$ cat src/rtl/jk_cmd_sequencer_if.sv
// Command/result bundle between a command source and jk_cmd_sequencer.
// The master issues commands and observes results; the slave is the sequencer.
interface jk_cmd_sequencer_if #(
    parameter int LEN_W = 4,
    parameter int ERR_W = 8
);
    logic             cmd_valid;
    logic             cmd_ready;
    logic [1:0]       cmd;
    logic [LEN_W-1:0] cmd_len;
    logic             done;
    logic             fail;
    logic             checked;
    logic [ERR_W-1:0] err_cnt;

    modport master (
        output cmd_valid, cmd, cmd_len,
        input  cmd_ready, done, fail, checked, err_cnt
    );

    modport slave (
        input  cmd_valid, cmd, cmd_len,
        output cmd_ready, done, fail, checked, err_cnt
    );
endinterface

$ cat src/rtl/jk_cmd_sequencer.sv
// Drives j/k of an external JK flip-flop for a programmable number of edges per
// command, then compares the flop's q/qb against an internal shadow of what the
// flop should hold, reporting one done/fail/checked pulse per command.
module jk_cmd_sequencer #(
    parameter int LEN_W = 4,
    parameter int ERR_W = 8
) (
    input  logic                clk,
    input  logic                rst,
    jk_cmd_sequencer_if.slave   bus,
    output logic                j,
    output logic                k,
    input  logic                q_in,
    input  logic                qb_in
);

    typedef enum logic [1:0] {
        IDLE  = 2'd0,
        DRIVE = 2'd1,
        CHECK = 2'd2
    } state_t;

    localparam logic [1:0] CMD_RESET  = 2'b01;
    localparam logic [1:0] CMD_SET    = 2'b10;
    localparam logic [1:0] CMD_TOGGLE = 2'b11;

    state_t           state_q, state_d;
    logic [1:0]       cmd_q, cmd_d;
    logic [LEN_W-1:0] len_q, len_d;
    logic [LEN_W-1:0] cnt_q, cnt_d;
    logic             j_q, j_d;
    logic             k_q, k_d;
    logic             done_q, done_d;
    logic             fail_q, fail_d;
    logic             checked_q, checked_d;
    logic [ERR_W-1:0] err_q, err_d;
    logic             shadow_q, shadow_d;
    logic             shadow_vld_q, shadow_vld_d;

    // State register: everything returns to its idle value on reset, which also
    // forgets the shadow because the flop itself has no reset.
    always_ff @(posedge clk) begin
        if (rst) begin
            state_q      <= IDLE;
            cmd_q        <= '0;
            len_q        <= '0;
            cnt_q        <= '0;
            j_q          <= 1'b0;
            k_q          <= 1'b0;
            done_q       <= 1'b0;
            fail_q       <= 1'b0;
            checked_q    <= 1'b0;
            err_q        <= '0;
            shadow_q     <= 1'b0;
            shadow_vld_q <= 1'b0;
        end else begin
            state_q      <= state_d;
            cmd_q        <= cmd_d;
            len_q        <= len_d;
            cnt_q        <= cnt_d;
            j_q          <= j_d;
            k_q          <= k_d;
            done_q       <= done_d;
            fail_q       <= fail_d;
            checked_q    <= checked_d;
            err_q        <= err_d;
            shadow_q     <= shadow_d;
            shadow_vld_q <= shadow_vld_d;
        end
    end

    // Next-state logic: accept in IDLE, hold j/k for len edges in DRIVE, let the
    // flop settle with j=k=0 for one CHECK cycle, then update shadow and compare.
    always_comb begin
        state_d      = state_q;
        cmd_d        = cmd_q;
        len_d        = len_q;
        cnt_d        = cnt_q;
        j_d          = j_q;
        k_d          = k_q;
        done_d       = 1'b0;
        fail_d       = 1'b0;
        checked_d    = 1'b0;
        err_d        = err_q;
        shadow_d     = shadow_q;
        shadow_vld_d = shadow_vld_q;

        case (state_q)
            IDLE: begin
                j_d = 1'b0;
                k_d = 1'b0;
                if (bus.cmd_valid) begin
                    cmd_d   = bus.cmd;
                    // A zero length would never reach the flop; run it as one edge.
                    len_d   = (bus.cmd_len == '0) ? LEN_W'(1) : bus.cmd_len;
                    cnt_d   = len_d;
                    j_d     = bus.cmd[1];
                    k_d     = bus.cmd[0];
                    state_d = DRIVE;
                end
            end
            DRIVE: begin
                if (cnt_q == LEN_W'(1)) begin
                    j_d     = 1'b0;
                    k_d     = 1'b0;
                    state_d = CHECK;
                end else begin
                    cnt_d = cnt_q - LEN_W'(1);
                end
            end
            CHECK: begin
                j_d = 1'b0;
                k_d = 1'b0;
                case (cmd_q)
                    CMD_SET: begin
                        shadow_d     = 1'b1;
                        shadow_vld_d = 1'b1;
                    end
                    CMD_RESET: begin
                        shadow_d     = 1'b0;
                        shadow_vld_d = 1'b1;
                    end
                    // An even number of toggles leaves the flop where it was.
                    CMD_TOGGLE: shadow_d = shadow_q ^ len_q[0];
                    default: ;
                endcase
                checked_d = shadow_vld_d;
                fail_d    = shadow_vld_d && ((q_in != shadow_d) || (qb_in != ~shadow_d));
                done_d    = 1'b1;
                if (fail_d && (err_q != {ERR_W{1'b1}})) begin
                    err_d = err_q + ERR_W'(1);
                end
                state_d = IDLE;
            end
            default: state_d = IDLE;
        endcase
    end

    assign bus.cmd_ready = (state_q == IDLE);
    assign bus.done      = done_q;
    assign bus.fail      = fail_q;
    assign bus.checked   = checked_q;
    assign bus.err_cnt   = err_q;
    assign j             = j_q;
    assign k             = k_q;

endmodule
$ cat src/flat_wrapper.sv
// flat-port wrapper written by rule: the top's interface ports become plain ports
module jk_cmd_sequencer_flat 
#(
    parameter int LEN_W = 4,
    parameter int ERR_W = 8
)
  (clk, rst, j, k, q_in, qb_in, bus_cmd_valid, bus_cmd, bus_cmd_len, bus_cmd_ready, bus_done, bus_fail, bus_checked, bus_err_cnt);
  jk_cmd_sequencer_if #(.LEN_W(LEN_W), .ERR_W(ERR_W)) bus_i ();
  input  logic clk;
  input  logic rst;
  output logic j;
  output logic k;
  input  logic q_in;
  input  logic qb_in;
  input wire logic [$bits(bus_i.cmd_valid)-1:0] bus_cmd_valid;
  input wire logic [$bits(bus_i.cmd)-1:0] bus_cmd;
  input wire logic [$bits(bus_i.cmd_len)-1:0] bus_cmd_len;
  output wire logic [$bits(bus_i.cmd_ready)-1:0] bus_cmd_ready;
  output wire logic [$bits(bus_i.done)-1:0] bus_done;
  output wire logic [$bits(bus_i.fail)-1:0] bus_fail;
  output wire logic [$bits(bus_i.checked)-1:0] bus_checked;
  output wire logic [$bits(bus_i.err_cnt)-1:0] bus_err_cnt;
  assign bus_i.cmd_valid = bus_cmd_valid;
  assign bus_i.cmd = bus_cmd;
  assign bus_i.cmd_len = bus_cmd_len;
  assign bus_cmd_ready = bus_i.cmd_ready;
  assign bus_done = bus_i.done;
  assign bus_fail = bus_i.fail;
  assign bus_checked = bus_i.checked;
  assign bus_err_cnt = bus_i.err_cnt;
  jk_cmd_sequencer #(.LEN_W(LEN_W), .ERR_W(ERR_W)) u_core (.clk(clk), .rst(rst), .bus(bus_i), .j(j), .k(k), .q_in(q_in), .qb_in(qb_in));
endmodule
$ cat config.mk
export PLATFORM = sky130hd
export DESIGN_NAME = jk_cmd_sequencer_flat
export DESIGN_NICKNAME = d
export VERILOG_FILES = /design/src/rtl/jk_cmd_sequencer_if.sv /design/src/rtl/jk_cmd_sequencer.sv /design/src/flat_wrapper.sv
export SDC_FILE = /design/constraint.sdc
export NUM_CORES = 1
export LEC_CHECK = 0
export BUFFER_PORTS_ARGS = -buffer_cell sky130_fd_sc_hd__clkbuf_2
export CORE_MARGIN = 2
export CORE_UTILIZATION = 53
export CTS_CLUSTER_DIAMETER = 40
export DETAILED_ROUTE_END_ITERATION = 6
export PLACE_DENSITY = 0.79
export SLEW_MARGIN = 20
export SYNTH_ARGS = -nofsm -noshare
export SYNTH_HDL_FRONTEND = slang
export SYNTH_SLANG_ARGS = --single-unit
$ cat constraint.sdc
create_clock -name clk -period 2.8 [get_ports clk]
set_input_delay 0.42 -clock clk [delete_from_list [all_inputs] [get_ports clk]]
set_output_delay 0.42 -clock clk [all_outputs]
set_load 0.1 [all_outputs]
; ---- Word-level counts from Yosys, hierarchy flattened
; Index checks and enable logic that the tools add are counted.
[totals]
reg_bits = 24
input_bits = 11
out_inout_bits = 14
elab_cells = 60
[op_classes]
addsub = 2
n_eq_ne = 12
muxes = 17
bitwise_logic = 3
reduce_logical = 14
[op_table]
columns = op, count
row1 = $mux 4, 3
row2 = $pmux 1 s3, 3
row3 = $add 8x1->8 const B, 1
row4 = $ne 8x8->1 const B, 1
row5 = $pmux 4 s2, 1
row6 = $reduce_and 2->1, 4
row7 = $mux 1, 7
row8 = $eq 2x2->1 const B, 3
row9 = $eq 2x1->1 const B, 2
row10 = $eq 4x1->1 const B, 1
row11 = $logic_not 4->1, 1
row12 = $mux 2, 2
row13 = $ne 2x2->1 const B, 2
row14 = $pmux 2 s2, 1
row15 = $reduce_or 2->1, 2
row16 = $sub 4x1->4 const B, 1
row17 = $reduce_and 3->1, 1
row18 = $reduce_bool 3->1, 1
row19 = $logic_and 1x1->1, 2
row20 = $logic_not 2->1, 1
row21 = $ne 1x1->1, 2
row22 = $ne 2x1->1 const B, 1
row23 = $not 1->1, 2
row24 = $reduce_bool 2->1, 1
row25 = other kinds (2), 2

; ---- Longest topological paths before layout
; Gate-level depths: netlist of run 1.
[logic_depth]
ltp_word = 9
depth_mapped = 8
mapped_depth_nobuf = 7

; ---- Worst setup path after synthesis of run 1
; Ideal clock, no wire load.
[synth_timing]
path_type = reg-to-reg
startpoint = reg u_core.err_q[0] (netlist: u_core.bus.err_cnt[0])
endpoint = reg u_core.err_q[6] (netlist: u_core.bus.err_cnt[6])
setup_ns = 0.115
arrival_time_ns = 2.147
required_ns = 2.685
setup_slack_ns = 0.538
stages_incl_launch_ff = 8
n_path_buf = 1
period_less_slack_ns = 2.262
path_cell_list = dfxtp_1 > ha_1 > nand3_1 > o21ba_2 > o211ai_4 > buf_6 > nor4_1 > o21ba_1
[synth_via]
elab_chain_len = 3
word_cells_on_any_way = 4
classes_between = 1 x add/sub / 1 x eq/ne / 2 x reduce/logical
[synth_lines]
columns = item, line_no
row1 = from (decl), jk_cmd_sequencer.sv:36  ; logic [ERR_W-1:0] err_q, err_d;
row2 = from (signal assigned), jk_cmd_sequencer.sv:66  ; err_q <= err_d;
row3 = "parallel branches: the longest is 3 deep, another holds $add 8x1->8", n/a
; Parallel ways; which one is timed is not known.
; A chain may end at the register's enable or synchronous reset.

; ---- Worst setup path after layout of run 1
[layout_timing]
startpoint = reg u_core.cmd_q[0]
endpoint = reg u_core.err_q[7] (netlist: u_core.bus.err_cnt[7])
[layout_via]
elab_chain_len = 9
word_cells_on_any_way = 15
classes_between = 5 x eq/ne / 4 x mux / 1 x bitwise / 5 x reduce/logical
[layout_lines]
columns = item, line_no
row1 = from (decl), jk_cmd_sequencer.sv:28  ; logic [1:0] cmd_q, cmd_d;
row2 = from (signal assigned), jk_cmd_sequencer.sv:58  ; cmd_q <= cmd_d;
row3 = $eq 2x2->1 / $eq 2x1->1 (equally long branches), jk_cmd_sequencer.sv:114  ; case (cmd_q)
row4 = $pmux 1 s3, jk_cmd_sequencer.sv:114
row5 = $mux 1, jk_cmd_sequencer.sv:88  ; case (state_q)
row6 = $not 1->1, jk_cmd_sequencer.sv:128  ; fail_d = shadow_vld_d && ((q_in != shadow_d) || (qb_in != ~shadow_d));
row7 = $ne 1x1->1, jk_cmd_sequencer.sv:128
row8 = $logic_or 1x1->1, jk_cmd_sequencer.sv:128
row9 = $logic_and 1x1->1 *, jk_cmd_sequencer.sv:128
row10 = $logic_and 1x1->1 *, jk_cmd_sequencer.sv:130  ; if (fail_d && (err_q != {ERR_W{1'b1}})) begin
row11 = $reduce_and 2->1 (no line) *, n/a
; Mark *: on every way between the ends. The rest lies on a longest branch, timed or not. The select of a mux whose other input is x is not followed.

==> impl_results.md, run 1 <==
* Status: completed
* Peak supply drop at 425.2 uV
* Ys flop type: dfxtp_1
* CP max-delay cell: or4_1
* DP Area at 1424 sq um
* Nature of the critical path endpoint: flop
* FF-to-FF End: u_core.bus.err_cnt[7]
* Most frequent cells in the layout: clkbuf_2, dfxtp_1, a21oi_1
* Sw Share at 40.13%
* Worst-Skew Late Latency at 310 ps
* Antenna Cells at 0
* Worst-path clk slew at 130 ps
* CP startpoint kind: flop
* TritonRoute pass-1 iters at 4
* DIE HEIGHT at 53.43 microns
* Final setup fails at 0
* Post-synth EDFFs at 0
* Rows at 17
* Crit path buffers/inverters at 1
* Yosys warnings at 0
* Synthesized instance count at 143
* Syn avg cell area at 9.056 sq um
* Post-CTS Setup Bufs at 0
* Int Pwr at 0.0005456 W
* Hold Path Depth at 3
* Delay of the slowest critical-path stage at 510 ps
* Clk buf depth at 2
* Register share of total power at 46.1%
* Vias at 1125
* Post-CTS Hold Buffers at 0
* Post-synthesis sequential area ratio at 37.10%
* I/O Buffers at 24
* Worst clock skew at 7.489 ps
* Hold Path End: u_core.cmd_q[1]
* Resize count post-CTS at 0
* PD cells at 630.1 nW/um^2
* Hold violation count in the final report at 0
* Min-delay src: bus_cmd[1]
* Total core area at 2255 sq um
* 1st-iter DRT viols at 29
* Logic gate share of total power at 37.5%
* Post-route ant nets at 0
* Post-Syn Nets at 164
* Grt total ovfl at 0
* Setup WS post-layout at 574.6 ps
* Leak pwr at 0.6033 nW
* Place WS at 604.3 ps
* Pin count of the biggest net entering global routing at 25
* P_sw at 0.0003658 W
* Reg2Reg Setup Slack at 570 ps
* Die ar. at 2855 sq um
* # clock sinks at 24
* RSZ-0062 raised after global routing: no
* Fin crit share at 79.48%
* Worst EP required at 3040 ps
* Vias in the first global route at 1067
* Final Util at 64.15%
* Final Max Tran Viols at 0
* Yosys cell types at 40
* Crit-path max FO at 14
* GRT Overall Usage at 21.74%
* Drt wl/cell at 14.12 microns
* First-pass GRT wire length at 4540 microns
* Routed WL at 2726 microns
* Die W at 53.43 microns
* Max Cap Viol at 0
* Post-synthesis instance area at 1295 sq um
* Worst slew pin tran at 541.5 ps
* Hold Crit Class: input port to flop
* Worst slew margin at 64.05%
* Initial antenna violation count at 0
* Crit path DAT at 2470 ps
* Cell Chain, Critical Path: inv_1 > ha_1 > mux2_2 > o311ai_4 > o211ai_4 > or4_1 > a21oi_1
* Layout cells sized above 1 at 22.42%
* Initial Util at 57.44%
* Gpl congestion at 0.8093
* CTS root buf: clkbuf_4
* Nets at 188
* #FFs+latches synth at 24
* Reg2reg start: u_core.cmd_q[0]
* Area Overhead vs Synth at 11.69%
* Final Critical Period at 2225 ps
* CP delay by family, top: compound AO/OA/AOI/OAI gates
* H-tree depth at 1
* Post-route cell area at 1446 sq um
* Asr flop ratio synth at 0%
* CTS tree: yes
* Vias per std cell at 5.829
* HPWL Detailed at 2074 microns
* F_max at 449.4 MHz
* Cts bufs inserted at 3
* Drc violations at 0
* Clock power frac at 16.4%
* # IOs at 25
* WS Path Type: flop to flop
* WHS at 345.2 ps
* Worst reg2reg path depth at 7
* Setup TNS Final at 0 ps
final cells by class:
cell class / instances / area, sq um
Fill cell: 225 / 808.3
Multi-Input combinational cell: 104 / 750.7
Sequential cell: 24 / 480.5
Timing Repair Buffer: 24 / 120.1
Inverter: 10 / 37.54
Tap cell: 28 / 35.03
Clock buffer: 3 / 22.52
worst register-to-register path, stage by stage (launching register included):
cell,delay (ps)
dfxtp_1,340
inv_1,80
ha_1,190
mux2_2,390
o311ai_4,270
o211ai_4,220
or4_1,510
a21oi_1,170
routing by layer:
metal  part of all wire, %  track usage, %  up-vias  wire length (microns)
li1                      -               -      569                      -
met1                    45           25.65      524                   1221
met2                    50           38.68       27                   1355
met3                   3.7           2.825        5                    102
met4                   1.7           9.402        0                     46
met5                     0               0        -                      0
Yosys cell counts (3+ instances only):
| master | instances | area [sq um] |
|---|---|---|
| nand4b_1 | 3 | 26.28 |
| nand2_1 | 5 | 18.77 |
| inv_1 | 10 | 37.54 |
| nand3_1 | 6 | 30.03 |
| ha_1 | 10 | 125.1 |
| o21ai_0 | 4 | 20.02 |
| a21oi_1 | 15 | 75.07 |
| mux2i_1 | 3 | 30.03 |
| clkbuf_1 | 4 | 15.01 |
| nor3_1 | 8 | 40.04 |
| nor2_1 | 12 | 45.04 |
| o31ai_1 | 3 | 22.52 |
| dfxtp_1 | 24 | 480.5 |
metrics by stage:
step / total power [W] / cells
2_1_floorplan: 0.0006984 / 143
3_3_place_gp: 0.0007470 / 190
3_5_place_dp: 0.0007657 / 190
4_1_cts: 0.0009152 / 193
5_1_grt: 0.0009663 / 193
6_report: 0.0009114 / 193
cells by family (layout without fill, tap and decap cells):
family / count (synthesis) / in the layout / share of synthesized area, %
buffers and inverters: 15 / 37 / 4.927
adders and majority gates: 10 / 10 / 9.662
AOI/OAI and AO/OA: 39 / 39 / 22.42
DFF: 24 / 24 / 37.10
xor gates and xnor gates: 1 / 1 / 0.6765
and+or+nand+nor: 50 / 50 / 22.03
muxes: 4 / 4 / 3.188
registers in the layout, summed over array words and instances, names as in the netlist:
register             cells
u_core.state_q           2
u_core.bus.checked       1
u_core.j                 1
u_core.bus.err_cnt       8
u_core.bus.fail          1
u_core.len_q             1
u_core.cnt_q             4
u_core.bus.done          1
u_core.shadow_vld_q      1
u_core.k                 1
u_core.cmd_q             2
u_core.shadow_q          1
power by group through the flow:
| stage | combinational, W | clock (W) | sequential (W) |
|---|---|---|---|
| global route | 0.000378 | 0.000164 | 0.000424 |
| finish | 0.000342 | 0.000150 | 0.000420 |
| CTS | 0.000343 | 0.000154 | 0.000418 |
| global placement | 0.000326 | 0 | 0.000421 |
| floorplan | 0.000238 | 0 | 0.000460 |
| detailed placement | 0.000341 | 0 | 0.000425 |
worst max path at each step:
stage	depth (start not counted)	startpoint	end	slack, ps
after detailed placement	7	u_core.cmd_q[0]	u_core.bus.err_cnt[1]	600
after floorplan	7	u_core.bus.err_cnt[0]	u_core.bus.err_cnt[6]	540
after global routing	7	u_core.cmd_q[0]	u_core.bus.err_cnt[7]	450
final	7	u_core.cmd_q[0]	u_core.bus.err_cnt[7]	570
after global placement	7	u_core.cmd_q[0]	u_core.bus.err_cnt[1]	690
after CTS	7	u_core.cmd_q[0]	u_core.bus.err_cnt[7]	570
Power figures use the tool's default switching activity.
==> inputs of run 2 (changes only) <==
- clock period: 2.8 -> 2.25 ns (I/O delays scaled with it)
==> run 2 against run 1 <==
Net effect:
- fmax increased by 1.7%
- utilization up 3.2 points
- power up 30%
- flip-flop and latch count unchanged
- non-clock buffer count grew 2
- register-to-register slack worse by 510 ps
- sequential share of layout area down 1.3 points
- combinational power grew 28%
- cell area increased by 5.0%
- cell count grew 2.1%
- clock power up 53%
- critical endpoint unchanged
- largest power group unchanged
- highest routed layer unchanged
==> impl_results.md, run 2 (synthesis results as in run 1) <==
* Hold Crit Class: input port to flop
* I/O Buffers at 24
* Gpl congestion at 0.7931
* Worst-Skew Late Latency at 310 ps
* Fin crit share at 97.25%
* # IOs at 25
* Antenna Cells at 0
* Initial antenna violation count at 0
* Cts bufs inserted at 3
* CTS tree: yes
* F_max at 457.0 MHz
* Total core area at 2255 sq um
* Vias at 1137
* Leak pwr at 0.6174 nW
* Drc violations at 0
* Final non-filler cell total at 197
* Vias in the first global route at 1064
* GRT Overall Usage at 21.72%
* Largest register FFs at 8
* Final Critical Period at 2188 ps
* Pin count of the biggest net entering global routing at 25
* DIE HEIGHT at 53.43 microns
* TritonRoute pass-1 iters at 4
* Hold violation count in the final report at 0
* Worst slew pin tran at 545.8 ps
* # clock sinks at 24
* Status: completed
* Crit-path max FO at 7
* Final setup fails at 0
* Most frequent cells in the layout: clkbuf_2, dfxtp_1, a21oi_1
* CTS root buf: clkbuf_4
* Initial Util at 57.44%
* Cell Chain, Critical Path: inv_1 > ha_2 > mux2_4 > o311ai_4 > o211ai_4 > or4_4 > a21oi_2
* WS Path Type: flop to flop
* Post-CTS Hold Buffers at 0
* CP delay by family, top: compound AO/OA/AOI/OAI gates
* H-tree depth at 1
* Clk buf depth at 2
* Grt total ovfl at 0
* Crit path DAT at 2440 ps
* Worst slew margin at 63.77%
* Drt wl/cell at 13.95 microns
* Fill count at 210
* Placed instance count at 190
* Worst-path clk slew at 130 ps
* PD cells at 782.3 nW/um^2
* Commonest non-fill, non-tap cell in the layout: clkbuf_2
* WHS at 255.3 ps
* Die ar. at 2855 sq um
* 1st-iter DRT viols at 18
* HPWL Detailed at 1953 microns
* Delay of the slowest critical-path stage at 540 ps
* CP max-delay cell: or4_4
* Post-route ant nets at 0
* Area Overhead vs Synth at 17.29%
* Final Power at 0.001188 W
* Routed WL at 2748 microns
* First-pass GRT wire length at 4526 microns
* Nature of the critical path endpoint: flop
* Max Cap Viol at 0
* CP startpoint kind: flop
* Worst clock skew at 5.540 ps
* Place WS at 54.65 ps
* Die W at 53.43 microns
* Vias per std cell at 5.772
* Final Max Tran Viols at 0
* Crit path buffers/inverters at 1
* Nets at 191
* Worst EP required at 2510 ps
* Setup WS post-layout at 61.84 ps
* Rows at 17
* Peak supply drop at 573.7 uV
* Layout cells sized above 1 at 29.59%
==> run 2: cell count changes in the layout (fill, tap and decap cells not counted), sizes merged <==
cell / previous run / this run
buf: 0 / 2
clkbuf: 27 / 28
o211ai: 1 / 2
==> run 2: metal layers <==
layer	GRT usage (%)	vias to the layer above	part of all wire, %
li1	-	576	-
met1	26.64	533	45
met2	36.63	24	50
met3	1.977	4	3.1
met4	12.39	0	1.5
met5	0	-	0
==> run 2: final timing paths <==
check                  start                     to  slack [ps]  cells after the start
min reg2reg  u_core.cmd_q[1]        u_core.cmd_q[1]         490                      2
min               bus_cmd[1]        u_core.cmd_q[1]         260                      3
max          u_core.cmd_q[1]  u_core.bus.err_cnt[7]          60                      7
max reg2reg  u_core.cmd_q[1]  u_core.bus.err_cnt[7]          60                      7
==> run 2: final cells by class <==
type | instances | area (sq um) | share of cell area (%)
Clock buffer | 4 | 36.28 | 2.389
Timing Repair Buffer | 26 | 135.1 | 8.896
Tap cell | 28 | 35.03 | 2.306
Inverter | 10 | 37.54 | 2.471
Sequential cell | 24 | 485.5 | 31.96
Multi-Input combinational cell | 105 | 789.5 | 51.98
==> run 2: power breakdown <==
group          switching (W)  leakage [nW]  total [W]  internal, W
Clock               0.000130        0.0210   0.000229    0.0000989
Combinational       0.000285         0.399   0.000437     0.000152
Sequential         0.0000504         0.197   0.000522     0.000472
Total               0.000466         0.617    0.00119     0.000723
==> run 2: worst min-delay path: stages <==
cell	delay [ps]
clkbuf_2	90
nand3_1	60
a21oi_1	50
==> run 2: repair_timing <==
action	in CTS	in global routing
buffers inserted	0	2
setup endpoints to repair	0	8
endpoints found under the hold margin	0	0
gates resized for setup	0	9
==> run 2: metrics by stage <==
stage | utilization [%] | area, sq um | TNS, ps
final | 67.37 | 1519 | 0
after global routing | 67.37 | 1519 | -44.61
after CTS | 64.87 | 1463 | 0
after detailed placement | 63.26 | 1426 | 0
after global placement | 63.26 | 1426 | 0
after floorplan | - | 1297 | 0
==> inputs of run 3 (changes only) <==
- CORE_UTILIZATION: 53 -> 54
- PLACE_DENSITY: 0.79 -> 0.8
==> run 3 against run 2 <==
Net effect:
- register-to-register slack is essentially flat
- global-route usage shrank 1.7 points
- hold slack gained 6.4 ps
- fmax shrank 0.57%
- combinational power is essentially flat
- non-clock buffer count grew 1
- via count grew 2.3%
- clock power shrank 19%
- first-iteration DRC count grew 72%
- flip-flop and latch count is the same
- critical path depth is the same
- largest power group unchanged
==> impl_results.md, run 3 (synthesis results as in run 1) <==
* Reg2reg start: u_core.cmd_q[0]
* GRT Overall Usage at 20.00%
* Post-route cell area at 1503 sq um
* Crit path DAT at 2440 ps
* 1st-iter DRT viols at 31
* Worst slew pin tran at 543.3 ps
* Peak supply drop at 667.0 uV
* Worst-Skew Late Latency at 310 ps
* Crit-path max FO at 7
* Total core area at 2233 sq um
* Cts bufs inserted at 3
* Nets at 192
* Hold violation count in the final report at 0
* CP startpoint kind: flop
* CP delay by family, top: compound AO/OA/AOI/OAI gates
* H-tree depth at 1
* WS Path Type: flop to flop
* Worst reg2reg path depth at 7
* Crit path buffers/inverters at 1
* Commonest non-fill, non-tap cell in the layout: clkbuf_2
* First-pass GRT wire length at 4160 microns
* Post-CTS Hold Buffers at 0
* Hold Path Depth at 3
* Die ar. at 2806 sq um
* Most frequent cells in the layout: clkbuf_2, dfxtp_1, a21oi_1
* Worst-path clk slew at 130 ps
* CTS root buf: clkbuf_4
* Met3 Use GR at 2.542%
* Post-route ant nets at 0
* CP max-delay cell: or4_1
* Rows at 17
* CTS tree: yes
* DP Area at 1426 sq um
* Vias at 1163
* Vias in the first global route at 989
* F_max at 454.4 MHz
* WHS at 261.7 ps
* Hold Path End: u_core.cmd_q[1]
* I/O Buffers at 24
* Initial Util at 57.98%
* Status: completed
* # clock sinks at 24
* RSZ-0062 raised after global routing: yes
* Routed WL at 2666 microns
* Fin crit share at 97.81%
* Worst clock skew at 4.734 ps
* Area Overhead vs Synth at 16.04%
* Final Critical Period at 2201 ps
* Vias per std cell at 5.904
* DIE HEIGHT at 52.97 microns
* Reg2Reg Setup Slack at 50 ps
* Most Used Layer, Global Route: met2
* # IOs at 25
* Antenna Cells at 0
* Delay of the slowest critical-path stage at 510 ps
* Final non-filler cell total at 197
* Max Cap Viol at 0
* Layout cells sized above 1 at 27.22%
* HPWL Detailed at 1869 microns
* Final setup fails at 0
* FF-to-FF End: u_core.bus.err_cnt[5]
* TritonRoute pass-1 iters at 4
* PD cells at 757.9 nW/um^2
* Setup TNS Final at 0 ps
* Grt total ovfl at 0
* Drt wl/cell at 13.53 microns
* Clk buf depth at 2
* Hold Crit Class: input port to flop
* Drc violations at 0
* Gpl congestion at 0.7899
* Placed instance count at 190
* Largest register FFs at 8
* Pin count of the biggest net entering global routing at 25
* Worst slew margin at 63.93%
* Met2 GRT Util at 34.58%
* Leak pwr at 0.6137 nW
* Die W at 52.97 microns
* Initial antenna violation count at 0
* Final Max Tran Viols at 0
* Met1 usage at 24.52%
* Final Power at 0.001139 W
* Min-delay src: bus_cmd[1]
* Worst EP required at 2490 ps
* Cell Chain, Critical Path: inv_1 > ha_1 > mux2_4 > o311ai_4 > o211ai_4 > or4_1 > a21oi_2
* Nature of the critical path endpoint: flop
[run 3: cell types whose count changed in the layout (fill, tap and decap cells not counted)]
cell / change
buf_4: +1
inv_2: -1
or4_1: +1
a21oi_2: -1
inv_1: +1
clkbuf_8: -1
a21oi_1: +1
ha_2: -1
or4_4: -1
ha_1: +1
[run 3: worst max path at each step]
| stage | from | endpoint | slack (ps) | cells after the start |
|---|---|---|---|---|
| after floorplan | u_core.state_q[0] | u_core.cnt_q[0] | 50 | 6 |
| after global placement | u_core.cmd_q[0] | u_core.bus.err_cnt[1] | 140 | 7 |
| after detailed placement | u_core.cmd_q[0] | u_core.bus.err_cnt[1] | 70 | 7 |
| after CTS | u_core.cmd_q[0] | u_core.bus.err_cnt[2] | 40 | 7 |
| after global routing | u_core.cmd_q[0] | u_core.bus.err_cnt[5] | -30 | 7 |
| final | u_core.cmd_q[0] | u_core.bus.err_cnt[5] | 50 | 7 |
[run 3: layout make-up]
| type | count | area [sq um] |
|---|---|---|
| inverters | 10 | 37.54 |
| repair buffers | 27 | 142.6 |
| flip-flops and latches | 24 | 485.5 |
| multi-input cells | 105 | 779.5 |
| well taps | 28 | 35.03 |
| clock buffers | 3 | 22.52 |
| fillers | 186 | 730.7 |
[run 3: routing by layer]
layer	part of all wire [%]	wire (microns)
met1	44	1163
met2	50	1341
met3	4.8	129
met4	1.2	31
met5	0	0
[run 3: through the flow]
step                      util [%]  worst slack, ps
after global placement       63.87            135.7
after floorplan                  -            48.02
final                        67.28            49.32
after global routing         67.28           -30.49
after detailed placement     63.87            68.89
after CTS                    64.87            39.50
[run 3: worst reg2reg max path: cells and delay by family, from the launching register on]
family	cells	cell delay, ps
AOI/OAI and AO/OA	3	650
adders and majority gates	1	220
buffers and inverters	1	60
DFF	1	360
muxes	1	330
and+or+nand+nor	1	510
[run 3: repair_timing]
action,CTS,global route
gates resized for setup,0,5
setup buffers,0,3
setup endpoints to repair,0,8
[run 3: power breakdown]
part	internal (W)	switching [W]	total, W
sequential	0.000472	0.0000476	0.000520
combinational	0.000151	0.000283	0.000435
clock	0.0000625	0.000122	0.000185
